--- src/rtl/seg7_scan_driver_if.sv ---
// Display-side bundle for seg7_scan_driver: control/data in, scanned segments out.
interface seg7_scan_driver_if;
  logic        en;
  logic        load;
  logic [31:0] data;
  logic [7:0]  blank_mask;
  logic [7:0]  dp;
  logic [7:0]  seg_74;
  logic [7:0]  seg_30;
  logic [7:0]  tub_sel;

  // Producer of the display word and consumer of the scan outputs.
  modport master (
    output en, load, data, blank_mask, dp,
    input  seg_74, seg_30, tub_sel
  );

  // The scan driver itself.
  modport slave (
    input  en, load, data, blank_mask, dp,
    output seg_74, seg_30, tub_sel
  );
endinterface

--- src/rtl/seg7_scan_driver.sv ---
// Eight-digit 7-segment scan driver: two 4-digit banks scanned in parallel, with the
// display word committed only at frame boundaries so a scan never mixes old and new data.
module seg7_scan_driver #(
  parameter int unsigned SCAN_DIV = 100000
) (
  input logic               clk,
  input logic               rstn,
  seg7_scan_driver_if.slave bus
);

  localparam int unsigned PW = (SCAN_DIV > 1) ? $clog2(SCAN_DIV) : 1;
  localparam logic [PW-1:0] PMax = PW'(SCAN_DIV - 1);

  logic [PW-1:0] r_presc, w_presc_d;
  logic [1:0]    r_index, w_index_d;
  logic [31:0]   r_pend_data, w_pend_data_d;
  logic          r_pend, w_pend_d;
  logic [31:0]   r_disp, w_disp_d;
  logic [7:0]    r_seg_74, r_seg_30, r_tub_sel;
  logic [7:0]    w_seg_74_d, w_seg_30_d, w_tub_sel_d;

  logic          w_tick;
  logic          w_frame;
  logic [2:0]    w_lo_sel, w_hi_sel;
  logic [3:0]    w_lo_nib, w_hi_nib;

  // Hex nibble to {a,b,c,d,e,f,g,dp}; dp bit left clear here.
  function automatic logic [7:0] dec7(input logic [3:0] n);
    logic [7:0] s;
    unique case (n)
      4'h0: s = 8'hFC;
      4'h1: s = 8'h60;
      4'h2: s = 8'hDA;
      4'h3: s = 8'hF2;
      4'h4: s = 8'h66;
      4'h5: s = 8'hB6;
      4'h6: s = 8'hBE;
      4'h7: s = 8'hE0;
      4'h8: s = 8'hFE;
      4'h9: s = 8'hF6;
      4'hA: s = 8'hEE;
      4'hB: s = 8'h3E;
      4'hC: s = 8'h9C;
      4'hD: s = 8'h7A;
      4'hE: s = 8'h9E;
      default: s = 8'h8E;
    endcase
    return s;
  endfunction

  assign w_tick  = bus.en && (r_presc == PMax);
  assign w_frame = w_tick && (r_index == 2'd3);

  // Next state of the scan counters and the pending/display word pair.
  always_comb begin
    w_presc_d     = r_presc;
    w_index_d     = r_index;
    w_pend_data_d = r_pend_data;
    w_pend_d      = r_pend;
    w_disp_d      = r_disp;

    if (!bus.en) begin
      w_presc_d = '0;
      w_index_d = 2'd0;
    end else if (w_tick) begin
      w_presc_d = '0;
      w_index_d = r_index + 2'd1;
    end else begin
      w_presc_d = r_presc + PW'(1);
    end

    if (bus.load) begin
      w_pend_data_d = bus.data;
      // With the scan stopped, or exactly on the boundary, there is no frame to protect.
      if (!bus.en || w_frame) begin
        w_disp_d = bus.data;
        w_pend_d = 1'b0;
      end else begin
        w_pend_d = 1'b1;
      end
    end else if (w_frame && r_pend) begin
      w_disp_d = r_pend_data;
      w_pend_d = 1'b0;
    end
  end

  // Segment/digit-select values for the slot currently indexed, both banks at once.
  always_comb begin
    w_lo_sel    = {1'b0, r_index};
    w_hi_sel    = {1'b1, r_index};
    w_lo_nib    = r_disp[{r_index, 2'b00} +: 4];
    w_hi_nib    = r_disp[{1'b1, r_index, 2'b00} +: 4];
    w_tub_sel_d = 8'h11 << r_index;
    w_seg_30_d  = dec7(w_lo_nib) | {7'b0, bus.dp[w_lo_sel]};
    w_seg_74_d  = dec7(w_hi_nib) | {7'b0, bus.dp[w_hi_sel]};
    // Blanked digits keep their tub_sel bit; only the segments go dark.
    if (bus.blank_mask[w_lo_sel]) w_seg_30_d = 8'h00;
    if (bus.blank_mask[w_hi_sel]) w_seg_74_d = 8'h00;
  end

  // Scan and data state registers.
  always_ff @(posedge clk or negedge rstn) begin
    if (!rstn) begin
      r_presc     <= '0;
      r_index     <= 2'd0;
      r_pend_data <= '0;
      r_pend      <= 1'b0;
      r_disp      <= '0;
    end else begin
      r_presc     <= w_presc_d;
      r_index     <= w_index_d;
      r_pend_data <= w_pend_data_d;
      r_pend      <= w_pend_d;
      r_disp      <= w_disp_d;
    end
  end

  // Registered outputs; disabled display drives everything low.
  always_ff @(posedge clk or negedge rstn) begin
    if (!rstn) begin
      r_seg_74  <= 8'h00;
      r_seg_30  <= 8'h00;
      r_tub_sel <= 8'h00;
    end else if (!bus.en) begin
      r_seg_74  <= 8'h00;
      r_seg_30  <= 8'h00;
      r_tub_sel <= 8'h00;
    end else begin
      r_seg_74  <= w_seg_74_d;
      r_seg_30  <= w_seg_30_d;
      r_tub_sel <= w_tub_sel_d;
    end
  end

  assign bus.seg_74  = r_seg_74;
  assign bus.seg_30  = r_seg_30;
  assign bus.tub_sel = r_tub_sel;

endmodule

--- src/flat_wrapper.sv ---
// flat-port wrapper written by rule: the top's interface ports become plain ports
module seg7_scan_driver_flat 
#(
  parameter int unsigned SCAN_DIV = 100000
)
  (clk, rstn, bus_en, bus_load, bus_data, bus_blank_mask, bus_dp, bus_seg_74, bus_seg_30, bus_tub_sel);
  seg7_scan_driver_if bus_i ();
  input logic clk;
  input logic rstn;
  input wire logic [$bits(bus_i.en)-1:0] bus_en;
  input wire logic [$bits(bus_i.load)-1:0] bus_load;
  input wire logic [$bits(bus_i.data)-1:0] bus_data;
  input wire logic [$bits(bus_i.blank_mask)-1:0] bus_blank_mask;
  input wire logic [$bits(bus_i.dp)-1:0] bus_dp;
  output wire logic [$bits(bus_i.seg_74)-1:0] bus_seg_74;
  output wire logic [$bits(bus_i.seg_30)-1:0] bus_seg_30;
  output wire logic [$bits(bus_i.tub_sel)-1:0] bus_tub_sel;
  assign bus_i.en = bus_en;
  assign bus_i.load = bus_load;
  assign bus_i.data = bus_data;
  assign bus_i.blank_mask = bus_blank_mask;
  assign bus_i.dp = bus_dp;
  assign bus_seg_74 = bus_i.seg_74;
  assign bus_seg_30 = bus_i.seg_30;
  assign bus_tub_sel = bus_i.tub_sel;
  seg7_scan_driver #(.SCAN_DIV(SCAN_DIV)) u_core (.clk(clk), .rstn(rstn), .bus(bus_i));
endmodule
--- config.mk ---
export PLATFORM = sky130hd
export DESIGN_NAME = seg7_scan_driver_flat
export DESIGN_NICKNAME = d
export VERILOG_FILES = /design/src/rtl/seg7_scan_driver_if.sv /design/src/rtl/seg7_scan_driver.sv /design/src/flat_wrapper.sv
export SDC_FILE = /design/constraint.sdc
export NUM_CORES = 1
export LEC_CHECK = 0
export ABC_AREA = 1
export CORE_ASPECT_RATIO = 0.8
export CORE_MARGIN = 10
export CORE_UTILIZATION = 32
export CTS_CLUSTER_SIZE = 24
export DETAILED_ROUTE_END_ITERATION = 10
export PLACE_DENSITY = 0.53
export SYNTH_ARGS = -nofsm -noshare
export SYNTH_HDL_FRONTEND = slang
export SYNTH_SLANG_ARGS = --single-unit
--- constraint.sdc ---
create_clock -name clk -period 2 [get_ports clk]
set_input_delay 0.5 -clock clk [delete_from_list [all_inputs] [get_ports clk]]
set_output_delay 0.5 -clock clk [all_outputs]
set_load 0.05 [all_outputs]
==> impl_metrics.yaml <==
outcome:
  status: "completed"
worst_setup_path:
  worstPathArrival_ns: 2.10
  cp-end-kind: "flip-flop"
  r2r_setup_slack_ns: 0.13
  cp_common_cell: "nand2_1"
  path_class: "flip-flop to flip-flop"
  cp-start-kind: "flip-flop"
  r2r_cells: 8
  timing.rr.end: "u_core.bus.seg_30[6]$_DFF_PN0_"
  path_max_fanout: 12
  crit_slowest_cell: "dfrtp_2"
  max_stage_delay_ns: 0.48
  path_cells: "inv_2 -> nand2_1 -> nand3_1 -> nand2_1 -> ha_1 -> inv_1 -> o31ai_1 -> nor2_1"
  worstPathRequired_ns: 2.23
  r2r-start: "u_core.r_index[0]$_DFFE_PN0P_"
logic_synthesis:
  synth_compound_area_share_pct: 6.71
  synth_top_area_cell: "dfrtp_1"
  ys_seq_area_share_pct: 50.0
  syn_area_mm2: 0.00521
  synthCells: 643
  synth_cell_types: 29
  synthMuxAreaShare_pct: 0
  synth_area_leaders: "dfrtp_1 50%, nand2_1 15%, nand3_1 8.3%"
  synth_top_family_by_area: "simple AND/OR/NAND/NOR gates"
  syn-num-nets: 712
  yosys.area_share.adder_pct: 4.09
  synth_xor_area_share_pct: 0.505
  synth_simple_gate_area_share_pct: 30.8
  syn-mean-instance-area_um2: 8.10
  yosysTopAreaCellShare_pct: 50.0
  ys_warn_count: 0
  ys_ff_latch: 104
drt:
  drtPass1Iterations: 6
  drt_iter0_drc: 232
  drc: 0
  routed-via-count: 4391
  wl_per_cell_um: 14.0
  drt_wl_total_um: 13200
  drtAntennaViolNets: 0
  viasPerCell: 4.66
cells_and_area:
  nets: 792
  n_fill_cell: 1603
  multi_input_area_mm2: 0.00219
  post-route-cell-area_mm2: 0.00651
  antenna_cells: 0
  seq_area_mm2: 0.00261
  drive_above_1_share_pct: 12.1
  syn2layout_area_growth_pct: 25.0
pwr:
  power_density_mw_per_mm2: 771
  max-vdd-ir-drop_mv: 0.365
  leakage_nw: 3.28
floorplan:
  die_area_mm2: 0.0218
  die_h_um: 134
  start_util_pct: 32.8
  rows: 41
  core_area_mm2: 0.0159
  die_w_um: 163
  ios: 76
placement:
  port_buffers: 75
  dp_hpwl_um: 9830
  dpl-instance-area_mm2: 0.00621
  gp_congestion: 0.844
timing:
  setup_tns_ns: 0
  fin_skew_ns: 0.0112
  hold_ws_ns: 0.0197
  max_freq_ghz: 0.536
  slew-limit-headroom_pct: 64.9
  rsz0062_at_grt: "false"
  period_minus_slack_ns: 1.87
  finalCritPeriodShare_pct: 93.3
  worstMarginPinSlew_ns: 0.528
  timing.final.max_slew_violations: 0
  finalHoldViolCount: 0
  finalSetupViolCount: 0
cts:
  clock_sinks: 104
  cts_max_level: 3
  numCtsBuffers: 9
  cts-root-buf: "clkbuf_16"
  cts_setup_buffers: 0
  clock_latency_ns: 0.35
  cts_max_path_buffers: 2
  cts_tree: "done"
  holdBufCountCts: 0
  cts.reportedPaths.clkPinSlew_ns: 0.07
global_routing:
  antenna_found_initial: 0
  grt_max_degree: 46
  grt_overflow: 0
  track_usage_pct: 12.4
  grt_pass1_vias: 4551
  grt_pass1_wl_um: 22300
run:
  maxCapViolCount: 0
hold_path:
  min_path_type: "input port to asynchronous set/reset pin"
[worst max-delay path by stage]
stage | start | to | cells past startpoint
after floorplan | u_core.r_index[0]$_DFFE_PN0P_ | u_core.bus.seg_74[4]$_DFF_PN0_ | 13
after global placement | bus_en | u_core.r_disp[3]$_DFFE_PN0P_ | 8
after detailed placement | bus_en | u_core.r_disp[7]$_DFFE_PN0P_ | 8
after CTS | u_core.bus.seg_30[0]$_DFF_PN0_ | bus_seg_30[0] | 1
after global routing | u_core.r_index[0]$_DFFE_PN0P_ | u_core.bus.seg_74[4]$_DFF_PN0_ | 11
final | u_core.r_index[0]$_DFFE_PN0P_ | u_core.bus.seg_30[6]$_DFF_PN0_ | 8
[routing by layer]
layer  track usage, %  up-vias  part of all wire (%)
met3             4.07        9                   5.5
met5                0        -                     0
met2             19.2      105                    45
met1             16.6     2056                    49
met4             2.45        0                  0.73
li1                 -     2221                     -
[cell families after synthesis]
| group | after synthesis |
|---|---|
| xor+xnor | 3 |
| compound gates | 67 |
| fa+ha+maj | 17 |
| simple gates | 372 |
| buf+inv | 80 |
| flops | 104 |
[flip-flops by register name, indices dropped and copies added, names as in the netlist]
signal	flops
u_core.bus.seg_30	8
u_core.bus.seg_74	8
u_core.bus.tub_sel	4
u_core.r_disp	32
u_core.r_index	2
u_core.r_pend	1
u_core.r_pend_data	32
u_core.r_presc	17
[report_power, final]
group | total, W | internal, W | switching, W | leakage (nW)
sequential | 0.00237 | 0.00229 | 0.0000839 | 1.33
combinational | 0.000898 | 0.000339 | 0.000558 | 1.81
clock | 0.00175 | 0.000933 | 0.000820 | 0.145
[Yosys cell counts]
cell,number
nor3_1,12
clkinv_1,1
nand4_1,3
a21oi_1,23
buf_4,7
nor2_2,4
o21ai_0,31
o31ai_1,2
buf_2,9
inv_1,39
clkbuf_1,4
nand3_1,86
buf_1,2
o21ai_1,6
a31oi_1,3
nand3b_4,1
inv_2,8
xor2_1,3
nor2_4,2
nor2_1,51
nand2_4,2
buf_6,10
nand3_2,2
ha_1,17
nand2_2,3
a211oi_1,1
dfrtp_1,104
nand2_1,206
o21bai_1,1
[layout by cell type, fill, tap and decap left out, types with 3 or more instances in the layout]
| master | count |
|---|---|
| clkbuf_16 | 9 |
| nand2_1 | 206 |
| nand2_2 | 3 |
| nor2_2 | 4 |
| buf_12 | 6 |
| ha_1 | 17 |
| dfrtp_1 | 102 |
| inv_2 | 8 |
| a31oi_1 | 3 |
| o21ai_0 | 31 |
| xor2_1 | 3 |
| nand3_1 | 86 |
| nand4_1 | 3 |
| nor3_1 | 12 |
| o21ai_1 | 6 |
| clkdlybuf4s50_1 | 50 |
| buf_4 | 42 |
| inv_1 | 39 |
| nor2_1 | 51 |
| a21oi_1 | 23 |
[per-stage QoR]
stage	std cells	util, %	worst slack [ns]	total power (W)
2_1_floorplan	643	-	0.220	0.00293
3_3_place_gp	927	39.2	0.0160	0.00329
3_5_place_dp	927	39.2	-0.0333	0.00332
4_1_cts	943	41.0	0.000416	0.00510
5_1_grt	943	41.1	0.00830	0.00531
6_report	943	41.1	0.134	0.00502
[critical path: cells and delay by family (launching register included)]
| kind | cells | cell delay (ns) |
|---|---|---|
| flops | 1 | 0.48 |
| simple gates | 4 | 0.41 |
| fa+ha+maj | 1 | 0.34 |
| buf+inv | 2 | 0.26 |
| compound gates | 1 | 0.26 |
[area by class of cell]
class	count	area share [%]
Inverter	48	2.77
Sequential cell	104	40.0
Clock inverter	5	0.692
Multi-Input combinational cell	459	33.7
Clock buffer	11	3.88
Timing Repair Buffer	101	14.8
Tap cell	215	4.13
[what timing repair did]
action / CTS / global route
hold endpoints to repair: 0 / 0
gates resized for setup: 2 / 3
setup endpoints to repair: 2 / 8
No activity file was read; power rests on OpenSTA's default activity.
